[src/rtl/ram_write_arbiter_if.sv]
// rtl/ram_write_arbiter_if.sv - client handshakes, clear control and RAM write bus of the write arbiter
interface ram_write_arbiter_if #(
  parameter int ADDR_WIDTH = 8,
  parameter int DATA_WIDTH = 8
);
  logic                  clear_start;
  logic [DATA_WIDTH-1:0] clear_value;
  logic                  clear_busy;

  logic                  a_valid;
  logic [ADDR_WIDTH-1:0] a_addr;
  logic [DATA_WIDTH-1:0] a_data;
  logic                  a_ready;

  logic                  b_valid;
  logic [ADDR_WIDTH-1:0] b_addr;
  logic [DATA_WIDTH-1:0] b_data;
  logic                  b_ready;

  logic [ADDR_WIDTH-1:0] ram_waddr;
  logic [DATA_WIDTH-1:0] ram_data;
  logic                  ram_write_en;

  // Clients, clear controller and RAM side of the bus
  modport master (
    output clear_start, clear_value,
    output a_valid, a_addr, a_data,
    output b_valid, b_addr, b_data,
    input  clear_busy, a_ready, b_ready,
    input  ram_waddr, ram_data, ram_write_en
  );

  // Arbiter side of the bus
  modport slave (
    input  clear_start, clear_value,
    input  a_valid, a_addr, a_data,
    input  b_valid, b_addr, b_data,
    output clear_busy, a_ready, b_ready,
    output ram_waddr, ram_data, ram_write_en
  );
endinterface

[src/rtl/ram_write_arbiter.sv]
// rtl/ram_write_arbiter.sv - round-robin two-client RAM write arbiter with full-RAM clear engine
module ram_write_arbiter #(
  parameter int ADDR_WIDTH = 8,
  parameter int DATA_WIDTH = 8
) (
  input  logic                 clk,
  input  logic                 rst,
  ram_write_arbiter_if.slave   bus
);

  typedef enum logic {
    ST_IDLE  = 1'b0,
    ST_CLEAR = 1'b1
  } state_t;

  localparam logic [ADDR_WIDTH-1:0] LAST_ADDR = '1;
  localparam logic [ADDR_WIDTH-1:0] ADDR_ONE  = {{(ADDR_WIDTH-1){1'b0}}, 1'b1};

  state_t                state_q, state_d;
  // High when B received the most recent grant; reset to B so A wins first contention.
  logic                  last_b_q, last_b_d;
  // Fill address; the CLEAR state itself acts as the "not done" flag.
  logic [ADDR_WIDTH-1:0] cnt_q, cnt_d;
  logic [DATA_WIDTH-1:0] fill_q, fill_d;
  // Client write staged for the following cycle.
  logic                  we_q, we_d;
  logic [ADDR_WIDTH-1:0] waddr_q, waddr_d;
  logic [DATA_WIDTH-1:0] wdata_q, wdata_d;

  logic                  a_ready, b_ready;
  logic                  grant_a, grant_b;
  logic                  busy;

  // Arbitration, clear acceptance and fill sequencing
  always_comb begin
    state_d  = state_q;
    last_b_d = last_b_q;
    cnt_d    = cnt_q;
    fill_d   = fill_q;
    we_d     = 1'b0;
    waddr_d  = waddr_q;
    wdata_d  = wdata_q;
    a_ready  = 1'b0;
    b_ready  = 1'b0;
    grant_a  = 1'b0;
    grant_b  = 1'b0;

    case (state_q)
      ST_IDLE: begin
        if (bus.clear_start) begin
          // Clear wins over any pending client; clients simply keep waiting.
          state_d = ST_CLEAR;
          cnt_d   = '0;
          fill_d  = bus.clear_value;
        end else begin
          grant_a = bus.a_valid && (!bus.b_valid || last_b_q);
          grant_b = bus.b_valid && !grant_a;
          if (grant_a) begin
            a_ready  = 1'b1;
            we_d     = 1'b1;
            waddr_d  = bus.a_addr;
            wdata_d  = bus.a_data;
            last_b_d = 1'b0;
          end else if (grant_b) begin
            b_ready  = 1'b1;
            we_d     = 1'b1;
            waddr_d  = bus.b_addr;
            wdata_d  = bus.b_data;
            last_b_d = 1'b1;
          end
        end
      end

      ST_CLEAR: begin
        // One fill write per cycle; leave after the terminal address, counter wraps to 0.
        cnt_d = cnt_q + ADDR_ONE;
        if (cnt_q == LAST_ADDR) begin
          state_d = ST_IDLE;
          cnt_d   = '0;
        end
      end

      default: begin
        state_d = ST_IDLE;
      end
    endcase
  end

  // State and staged-write registers with synchronous reset
  always_ff @(posedge clk) begin
    if (rst) begin
      state_q  <= ST_IDLE;
      last_b_q <= 1'b1;
      cnt_q    <= '0;
      fill_q   <= '0;
      we_q     <= 1'b0;
      waddr_q  <= '0;
      wdata_q  <= '0;
    end else begin
      state_q  <= state_d;
      last_b_q <= last_b_d;
      cnt_q    <= cnt_d;
      fill_q   <= fill_d;
      we_q     <= we_d;
      waddr_q  <= waddr_d;
      wdata_q  <= wdata_d;
    end
  end

  // RAM write port: fill engine owns it while busy, otherwise the staged client write
  always_comb begin
    busy = (state_q == ST_CLEAR);
  end

  assign bus.clear_busy   = busy;
  assign bus.a_ready      = a_ready;
  assign bus.b_ready      = b_ready;
  assign bus.ram_write_en = busy | we_q;
  assign bus.ram_waddr    = busy ? cnt_q  : waddr_q;
  assign bus.ram_data     = busy ? fill_q : wdata_q;

endmodule

[src/flat_wrapper.sv]
// flat-port wrapper written by rule: the top's interface ports become plain ports
module ram_write_arbiter_flat 
#(
  parameter int ADDR_WIDTH = 8,
  parameter int DATA_WIDTH = 8
)
  (clk, rst, bus_clear_start, bus_clear_value, bus_a_valid, bus_a_addr, bus_a_data, bus_b_valid, bus_b_addr, bus_b_data, bus_clear_busy, bus_a_ready, bus_b_ready, bus_ram_waddr, bus_ram_data, bus_ram_write_en);
  ram_write_arbiter_if #(.ADDR_WIDTH(ADDR_WIDTH), .DATA_WIDTH(DATA_WIDTH)) bus_i ();
  input  logic clk;
  input  logic rst;
  input wire logic [$bits(bus_i.clear_start)-1:0] bus_clear_start;
  input wire logic [$bits(bus_i.clear_value)-1:0] bus_clear_value;
  input wire logic [$bits(bus_i.a_valid)-1:0] bus_a_valid;
  input wire logic [$bits(bus_i.a_addr)-1:0] bus_a_addr;
  input wire logic [$bits(bus_i.a_data)-1:0] bus_a_data;
  input wire logic [$bits(bus_i.b_valid)-1:0] bus_b_valid;
  input wire logic [$bits(bus_i.b_addr)-1:0] bus_b_addr;
  input wire logic [$bits(bus_i.b_data)-1:0] bus_b_data;
  output wire logic [$bits(bus_i.clear_busy)-1:0] bus_clear_busy;
  output wire logic [$bits(bus_i.a_ready)-1:0] bus_a_ready;
  output wire logic [$bits(bus_i.b_ready)-1:0] bus_b_ready;
  output wire logic [$bits(bus_i.ram_waddr)-1:0] bus_ram_waddr;
  output wire logic [$bits(bus_i.ram_data)-1:0] bus_ram_data;
  output wire logic [$bits(bus_i.ram_write_en)-1:0] bus_ram_write_en;
  assign bus_i.clear_start = bus_clear_start;
  assign bus_i.clear_value = bus_clear_value;
  assign bus_i.a_valid = bus_a_valid;
  assign bus_i.a_addr = bus_a_addr;
  assign bus_i.a_data = bus_a_data;
  assign bus_i.b_valid = bus_b_valid;
  assign bus_i.b_addr = bus_b_addr;
  assign bus_i.b_data = bus_b_data;
  assign bus_clear_busy = bus_i.clear_busy;
  assign bus_a_ready = bus_i.a_ready;
  assign bus_b_ready = bus_i.b_ready;
  assign bus_ram_waddr = bus_i.ram_waddr;
  assign bus_ram_data = bus_i.ram_data;
  assign bus_ram_write_en = bus_i.ram_write_en;
  ram_write_arbiter #(.ADDR_WIDTH(ADDR_WIDTH), .DATA_WIDTH(DATA_WIDTH)) u_core (.clk(clk), .rst(rst), .bus(bus_i));
endmodule
[config.mk]
export PLATFORM = sky130hd
export DESIGN_NAME = ram_write_arbiter_flat
export DESIGN_NICKNAME = d
export VERILOG_FILES = /design/src/rtl/ram_write_arbiter_if.sv /design/src/rtl/ram_write_arbiter.sv /design/src/flat_wrapper.sv
export SDC_FILE = /design/constraint.sdc
export NUM_CORES = 1
export LEC_CHECK = 0
export BUFFER_PORTS_ARGS = -buffer_cell sky130_fd_sc_hd__buf_2
export CAP_MARGIN = 15
export CORE_MARGIN = 8
export CORE_UTILIZATION = 54
export DETAILED_ROUTE_END_ITERATION = 10
export GPL_TIMING_DRIVEN = 1
export PLACE_DENSITY = 0.85
export REMOVE_ABC_BUFFERS = 1
export SLEW_MARGIN = 0
export SYNTH_ARGS = -nofsm -noshare
export SYNTH_HDL_FRONTEND = slang
export SYNTH_SLANG_ARGS = --single-unit
[constraint.sdc]
create_clock -name clk -period 2.03 [get_ports clk]
set_input_delay 0.406 -clock clk [delete_from_list [all_inputs] [get_ports clk]]
set_output_delay 0.406 -clock clk [all_outputs]
set_load 0.02 [all_outputs]
==> results.yml, run 1 <==
run_status:
  outcome: "finished clean"
synthesis:
  ys_types: 36
  synthTopCellsByArea: "dfxtp_1 37%, mux2_2 9.4%, a311oi_2 7.1%"
  yosysWarnings: 0
  syn_inst: 208
  netlist_area_um2: 1920
  avgSynthCellArea_um2: 9.21
  yosysSeqAreaShare_pct: 36.6
  synth_top_area_share_pct: 36.6
  synth_top_cell_by_area: "dfxtp_1"
  yosys_register_bits: 35
finish:
  final_net_count: 315
  ff_latch_area_um2: 701
  drive_above_1_share_pct: 40.5
  multi_input_area_um2: 1100
  final_cell_mix: "64 x buf_2, 35 x dfxtp_1, 22 x o21ai_0"
  num_antenna_cells: 0
  final_cell_area_um2: 2320
  fin_util_pct: 69.0
  syn_to_final_growth_pct: 21.2
  layout.cells.non_filler: 315
  fillers: 301
  layout_commonest_cell: "buf_2"
sta:
  whs_ns: 0.295
  fmax_mhz: 520
  tightest_slew_ns: 0.557
  fin_skew_ns: 0.00571
  fin_setup_tns_ns: 0
  timing.final.hold_violations: 0
  slew_headroom_pct: 62.6
  slew_viol_final: 0
  setup_violations: 0
  fin_crit_ns: 1.92
  rsz0062_at_grt: "false"
  setup_ws_ns: 0.106
  fin_crit_sh_pct: 94.8
pwr:
  max-vdd-ir-drop_uv: 457
  power_mw: 1.48
  p_per_area_nw_per_um2: 637
  leakage_nw: 0.975
drt:
  via_count: 1864
  drc_errors: 0
  routed_wl_um: 5140
  drt-pass1-iter-count: 4
  ant_nets: 0
  wl_per_cell_um: 16.3
  viasPerCell: 5.92
  first_iter_violations: 129
cts:
  h-tree-depth: 2
  cts_resized: 0
  cts_root_buffer: "clkbuf_4"
  cts_tree: "done"
  post_cts_buffers: 0
  clk_pin_slew_worst_paths_ns: 0.10
  clkSinkCount: 35
  cts_max_path_buffers: 2
  cts_buffers: 5
  insertion_delay_ns: 0.34
  hold_buffers: 0
die:
  core_um2: 3360
  num_rows: 21
  io_pins: 65
  dieHeight_um: 75.6
  fp.dieW_um: 75.6
  dieArea_um2: 5710
  initial_core_util_pct: 57.0
placed_design:
  dp_hpwl_um: 3720
  placed_area_um2: 2260
  dp_slack_ns: 0.454
  placed_cells: 308
  numPortBuffers: 64
  gp_congestion: 0.862
global_route:
  grt_usage_pct: 19.7
  grt_pass1_wl_um: 8550
  grt_max_degree: 33
  overflow: 0
  antenna_found_initial: 0
  grt_pass1_vias: 1902
setup_path:
  reg2reg_from: "u_core.cnt_q[0]$_SDFFE_PP0P_"
  startpoint: "u_core.bus.clear_busy$_SDFF_PP0_"
  setup.worst_path.end_class: "primary output"
  arrival_ns: 1.52
  path_buf_inv: 2
  slowest_stage: "mux2_2"
  path_delay_family: "buffers and inverters"
  critPathLaunchType: "register"
  critical_path_class: "register to primary output"
  crit_chain: "buf_4 -> mux2_2 -> buf_2"
  cp_max_fo: 22
  slowest_delay_ns: 0.38
  cp_data_required_time_ns: 1.62
min_path:
  min-delay-start: "bus_clear_value[2]"
  hold_class: "input pin to register"
flow_run:
  drv_cap: 0
## Yosys cell counts
master    number
dfxtp_1       35
o21ai_0       22
a21oi_1       19
nand3b_1      17
mux2_2        16
clkbuf_1      12
nor2_1        11
a311oi_2       9
mux2i_1        8
a311oi_1       7
nand2_1        6
buf_2          5
nor2b_1        4
and3_1         3
buf_6          3
nand3_1        3
nor3_1         3
a211oi_1       2
nand2b_1       2
nand4_1        2
nor3b_1        2
o211ai_1       2
or4_1          2
a21boi_0       1
a32oi_1        1
a41oi_1        1
and2_4         1
and2b_1        1
and4_1         1
ha_1           1
inv_1          1
inv_2          1
o21bai_1       1
or2_1          1
or2_2          1
xor2_1         1
## cell families after synthesis
logic type	share of synthesized area, %
AOI/OAI and AO/OA	24.2
muxes	13.6
buffers and inverters	5.81
and+or+nand+nor	18.7
xor gates and xnor gates	0.457
adders and majority gates	0.653
DFF	36.6
## worst paths after layout
kind                                                       to  slack (ns)  depth (start not counted)
worst max-delay path                          bus_ram_data[0]        0.11                          3
worst max register to register   u_core.cnt_q[6]$_SDFFE_PP0P_        0.45                          4
worst min register to register  u_core.fill_q[3]$_SDFFE_PP0P_        0.50                          2
worst min-delay path            u_core.fill_q[2]$_SDFFE_PP0P_        0.30                          3
## state kept, by name, summed over array words and instances, names as in the netlist
name                   flops
u_core.fill_q              8
u_core.bus.clear_busy      1
u_core.we_q                1
u_core.waddr_q             8
u_core.cnt_q               8
u_core.wdata_q             8
u_core.last_b_q            1
## layout make-up
class,count,area share [%]
clock inverter,1,0.216
timing repair buffer,74,17.0
multi-input combinational,151,47.5
tap,46,2.48
sequential,35,30.2
inverter,2,0.323
clock buffer,6,2.21
## power breakdown
group | internal, mW | switching, mW | total, mW
combinational | 0.153 | 0.190 | 0.343
clock | 0.160 | 0.226 | 0.386
sequential | 0.727 | 0.0225 | 0.750
total | 1.04 | 0.438 | 1.48
## metal layers
| metal | part of all wire (%) | global-route usage [%] |
|---|---|---|
| met5 | 0 | 0 |
| met4 | 2.4 | 9.81 |
| met3 | 8.6 | 5.00 |
| met2 | 49 | 34.4 |
| met1 | 40 | 21.5 |
## worst min-delay path, cell delays in order
cell     delay [ns]
buf_2          0.07
mux2i_1        0.05
nor2_1         0.07
No activity file was read; power rests on OpenSTA's default activity.
==> inputs of run 2 (changes only) <==
--- a/config.mk
+++ b/config.mk
@@ -12,7 +12,6 @@
 export DETAILED_ROUTE_END_ITERATION = 10
 export GPL_TIMING_DRIVEN = 1
 export PLACE_DENSITY = 0.85
-export REMOVE_ABC_BUFFERS = 1
 export SLEW_MARGIN = 0
 export SYNTH_ARGS = -nofsm -noshare
 export SYNTH_HDL_FRONTEND = slang
==> results.yml, run 2 (synthesis results as in run 1) <==
setup_path:
  path_delay_family: "buffers and inverters"
  critPathLaunchType: "register"
  path_buf_inv: 2
  cp_data_required_time_ns: 1.62
  slowest_stage: "mux2_2"
  arrival_ns: 1.43
  r2r_slack_ns: 0.46
  cp_max_fo: 16
  reg2reg_from: "u_core.cnt_q[0]$_SDFFE_PP0P_"
  critical_path_class: "register to primary output"
  slowest_delay_ns: 0.36
  reg2reg_depth: 4
  crit_chain: "buf_4 -> mux2_2 -> buf_2"
  r2r-end: "u_core.cnt_q[6]$_SDFFE_PP0P_"
  setup.worst_path.end_class: "primary output"
drt:
  drc_errors: 0
  drt-pass1-iter-count: 4
  viasPerCell: 5.67
  wl_per_cell_um: 15.3
  routed_wl_um: 4810
  first_iter_violations: 161
  via_count: 1780
  ant_nets: 0
die:
  dieArea_um2: 5710
  dieHeight_um: 75.6
  num_rows: 21
  core_um2: 3360
  io_pins: 65
  initial_core_util_pct: 57.0
  fp.dieW_um: 75.6
sta:
  timing.final.hold_violations: 0
  fin_crit_sh_pct: 90.4
  slew_headroom_pct: 61.1
  slew_viol_final: 0
  fmax_mhz: 545
  setup_violations: 0
  fin_setup_tns_ns: 0
  fin_skew_ns: 0.0186
  fin_crit_ns: 1.84
  tightest_slew_ns: 0.579
  rsz0062_at_grt: "false"
  setup_ws_ns: 0.195
finish:
  final_cell_mix: "64 x buf_2, 35 x dfxtp_1, 22 x o21ai_0"
  num_antenna_cells: 0
  fin_util_pct: 69.5
  layout_commonest_cell: "buf_2"
  syn_to_final_growth_pct: 21.9
  final_cell_area_um2: 2340
  drive_above_1_share_pct: 40.3
  final_net_count: 313
placed_design:
  placed_area_um2: 2250
  gp_congestion: 0.832
  dp_hpwl_um: 3660
  numPortBuffers: 64
  dp_slack_ns: 0.412
min_path:
  hold_class: "input pin to register"
  min-delay-start: "bus_clear_value[7]"
  hold_depth: 3
  holdPathEnd: "u_core.fill_q[7]$_SDFFE_PP0P_"
cts:
  cts_tree: "done"
  clk_pin_slew_worst_paths_ns: 0.11
  cts_max_path_buffers: 2
  insertion_delay_ns: 0.34
  h-tree-depth: 2
  post_cts_buffers: 0
  clkSinkCount: 35
  cts_root_buffer: "clkbuf_4"
  hold_buffers: 0
  cts_resized: 0
  cts_buffers: 5
pwr:
  leakage_nw: 0.979
  p_per_area_nw_per_um2: 693
  max-vdd-ir-drop_uv: 406
global_route:
  grt_max_degree: 33
  grt_pass1_vias: 1776
  antenna_found_initial: 0
  grt_pass1_wl_um: 8010
  overflow: 0
  grt_usage_pct: 18.1
synthesis:
  syn-num-nets: 254
flow_run:
  drv_cap: 0
run_status:
  outcome: "finished clean"
-- run 2: tightest hold or removal path, cell delays in order --
cell,delay [ns]
buf_2,0.08
mux2i_1,0.05
nor2_1,0.07
-- run 2: final cells by class --
class                           count  area (um^2)
Clock buffer                        6         51.3
Clock inverter                      2         35.0
Fill cell                         293         1030
Inverter                            2         7.51
Multi-Input combinational cell    151         1100
Sequential cell                    35          701
Tap cell                           46         57.6
Timing Repair Buffer               72          380
-- run 2: routing by layer --
metal	up-vias	GRT usage [%]	wire length [um]
li1	906	-	-
met1	809	21.7	2130
met2	54	29.9	2310
met3	11	3.95	252
met4	0	8.96	115
met5	-	0	0
-- run 2: stage by stage --
step,power (mW),cells,hold slack [ns]
after floorplan,0.994,208,0.454
after global placement,1.09,306,0.467
after detailed placement,1.10,306,0.481
after CTS,1.62,314,0.301
after global routing,1.68,314,0.296
final,1.62,314,0.305
-- run 2: worst max-delay path by stage --
| stage | cells after the start | from | slack (ns) | end |
|---|---|---|---|---|
| global placement | 4 | bus_b_valid | 0.47 | u_core.waddr_q[5]$_SDFFE_PP0P_ |
| global route | 3 | u_core.bus.clear_busy$_SDFF_PP0_ | 0.14 | bus_ram_data[4] |
| detailed placement | 4 | bus_b_valid | 0.41 | u_core.wdata_q[3]$_SDFFE_PP0P_ |
| CTS | 3 | u_core.bus.clear_busy$_SDFF_PP0_ | 0.19 | bus_ram_waddr[1] |
| finish | 3 | u_core.bus.clear_busy$_SDFF_PP0_ | 0.19 | bus_ram_data[4] |
| floorplan | 3 | u_core.bus.clear_busy$_SDFF_PP0_ | 0.30 | bus_ram_data[0] |
-- run 2: report_power, final --
| group | internal (mW) | total [mW] | switching (mW) |
|---|---|---|---|
| sequential | 0.728 | 0.754 | 0.0265 |
| clock | 0.291 | 0.530 | 0.239 |
| combinational | 0.150 | 0.334 | 0.184 |
| total | 1.17 | 1.62 | 0.449 |
==> inputs of run 3 (changes only) <==
--- a/config.mk
+++ b/config.mk
@@ -8,10 +8,10 @@
 export BUFFER_PORTS_ARGS = -buffer_cell sky130_fd_sc_hd__buf_2
 export CAP_MARGIN = 15
 export CORE_MARGIN = 8
-export CORE_UTILIZATION = 54
+export CORE_UTILIZATION = 45
 export DETAILED_ROUTE_END_ITERATION = 10
 export GPL_TIMING_DRIVEN = 1
-export PLACE_DENSITY = 0.85
+export PLACE_DENSITY = 0.76
 export SLEW_MARGIN = 0
 export SYNTH_ARGS = -nofsm -noshare
 export SYNTH_HDL_FRONTEND = slang
==> constraint.sdc (replaced) <==
create_clock -name clk -period 1.6 [get_ports clk]
set_input_delay 0.32 -clock clk [delete_from_list [all_inputs] [get_ports clk]]
set_output_delay 0.32 -clock clk [all_outputs]
set_load 0.02 [all_outputs]
==> results.yml, run 3 (synthesis results as in run 1) <==
setup_path:
  setup.worst_path.end_class: "primary output"
  slowest_stage: "dfxtp_4"
  r2r_slack_ns: 0.04
  crit_chain: "buf_12 -> mux2_2 -> buf_2"
  arrival_ns: 1.32
  cp_max_fo: 11
  critPathLaunchType: "register"
  path_delay_family: "flip-flops"
  cp_data_required_time_ns: 1.28
  critical_path_class: "register to primary output"
  slowest_delay_ns: 0.39
  path_buf_inv: 2
finish:
  drive_above_1_share_pct: 43.6
  final_cell_mix: "57 x buf_2, 32 x dfxtp_1, 21 x o21ai_0"
  layout_commonest_cell: "buf_2"
  syn_to_final_growth_pct: 31.0
  final_net_count: 318
  num_antenna_cells: 0
  fin_util_pct: 61.8
die:
  io_pins: 65
  core_um2: 4060
  dieHeight_um: 81.2
  fp.dieW_um: 81.2
  num_rows: 23
  initial_core_util_pct: 47.2
  dieArea_um2: 6600
placed_design:
  dp_hpwl_um: 3860
  gp_congestion: 0.894
  numPortBuffers: 64
drt:
  top_layer: "met4"
  route.met3.wl_um: 257
  viasPerCell: 5.44
  first_iter_violations: 126
  routed_wl_um: 5250
  drt-pass1-iter-count: 4
  ant_nets: 0
  wl_per_cell_um: 16.3
  dr_wl_met2_um: 2610
  drc_errors: 0
  drt-met1-wl_um: 2330
  via_count: 1757
min_path:
  hold_class: "input pin to register"
pwr:
  p_per_area_nw_per_um2: 850
  max-vdd-ir-drop_uv: 578
  power_mw: 2.13
  leakage_nw: 1.03
flow_run:
  drv_cap: 0
sta:
  tightest_slew_ns: 0.572
  slew_headroom_pct: 61.6
  fin_skew_ns: 0.00643
  fmax_mhz: 611
  whs_ns: 0.276
  setup_ws_ns: -0.0378
  rsz0062_at_grt: "true"
  setup_violations: 13
  fin_crit_sh_pct: 102
  timing.final.hold_violations: 0
  fin_crit_ns: 1.64
  slew_viol_final: 0
cts:
  insertion_delay_ns: 0.28
  cts_root_buffer: "clkbuf_8"
  cts_tree: "done"
  hold_buffers: 0
  clkSinkCount: 35
  cts_max_path_buffers: 2
  h-tree-depth: 2
  clk_pin_slew_worst_paths_ns: 0.07
  cts_buffers: 5
global_route:
  grt_pass1_wl_um: 8480
  grt_max_degree: 33
  overflow: 0
  grt_usage_pct: 16.1
  grt_pass1_vias: 1828
  antenna_found_initial: 0
synthesis:
  syn-num-nets: 254
run_status:
  outcome: "complete, but fails checks"
  violations: "setup timing"
-- run 3: changes by cell type in the layout (fill, tap and decap cells not counted), moves of 2 or more --
| cell | before | now |
|---|---|---|
| buf_2 | 64 | 57 |
| clkbuf_4 | 5 | 0 |
| buf_6 | 0 | 5 |
| clkbuf_8 | 1 | 7 |
| mux2_2 | 16 | 13 |
| dfxtp_1 | 35 | 32 |
| buf_4 | 8 | 12 |
| dfxtp_2 | 0 | 2 |
| mux2_4 | 0 | 3 |
-- run 3: final timing paths --
| kind | startpoint | to | cells after the start |
|---|---|---|---|
| worst min-delay path | bus_clear_value[2] | u_core.fill_q[2]$_SDFFE_PP0P_ | 3 |
| worst min register to register | u_core.fill_q[1]$_SDFFE_PP0P_ | u_core.fill_q[1]$_SDFFE_PP0P_ | 2 |
| worst max-delay path | u_core.bus.clear_busy$_SDFF_PP0_ | bus_ram_waddr[1] | 3 |
| worst max register to register | u_core.cnt_q[1]$_SDFFE_PP0P_ | u_core.cnt_q[6]$_SDFFE_PP0P_ | 4 |
-- run 3: timing repair --
action,4_1_cts,5_1_grt
cloned,0,1
setup endpoints to repair,17,22
gates resized for setup,6,20
pin swaps,0,1
buffers inserted,1,2
-- run 3: where the power goes --
group	leakage (nW)	internal [mW]	switching, mW	total, mW
Combinational	0.695	0.230	0.246	0.477
Sequential	0.288	0.924	0.0349	0.959
Clock	0.0515	0.393	0.304	0.697
-- run 3: area by class of cell --
cell class	count	area, um^2
clock buffers	8	100
inverters	2	7.51
fillers	334	1550
repair buffers	77	492
well taps	50	62.6
multi-input cells	151	1140
flip-flops and latches	35	707
-- run 3: worst reg2reg max path, delay by kind of cell (launching register included) --
| kind | cells | cell delay, ns |
|---|---|---|
| adder cells (fa/ha/maj) | 1 | 0.25 |
| flip-flops | 1 | 0.40 |
| AND/OR/NAND/NOR | 3 | 0.85 |
-- run 3: stage by stage --
step           std cells  TNS, ns  area [um^2]  setup slack, ns
6_report             323   -0.276         2510          -0.0378
5_1_grt              323   -0.896         2510          -0.0717
4_1_cts              320   -0.360         2400          -0.0427
3_5_place_dp         311        0         2280           0.0576
3_3_place_gp         311        0         2280            0.143
2_1_floorplan        208        0         1920           0.0598
-- run 3: per-layer routing --
metal  vias to the layer above  track usage (%)
met5                         -                0
met4                         0             5.36
met3                         5             2.32
met2                        51             29.6
met1                       791             18.6
li1                        910                -
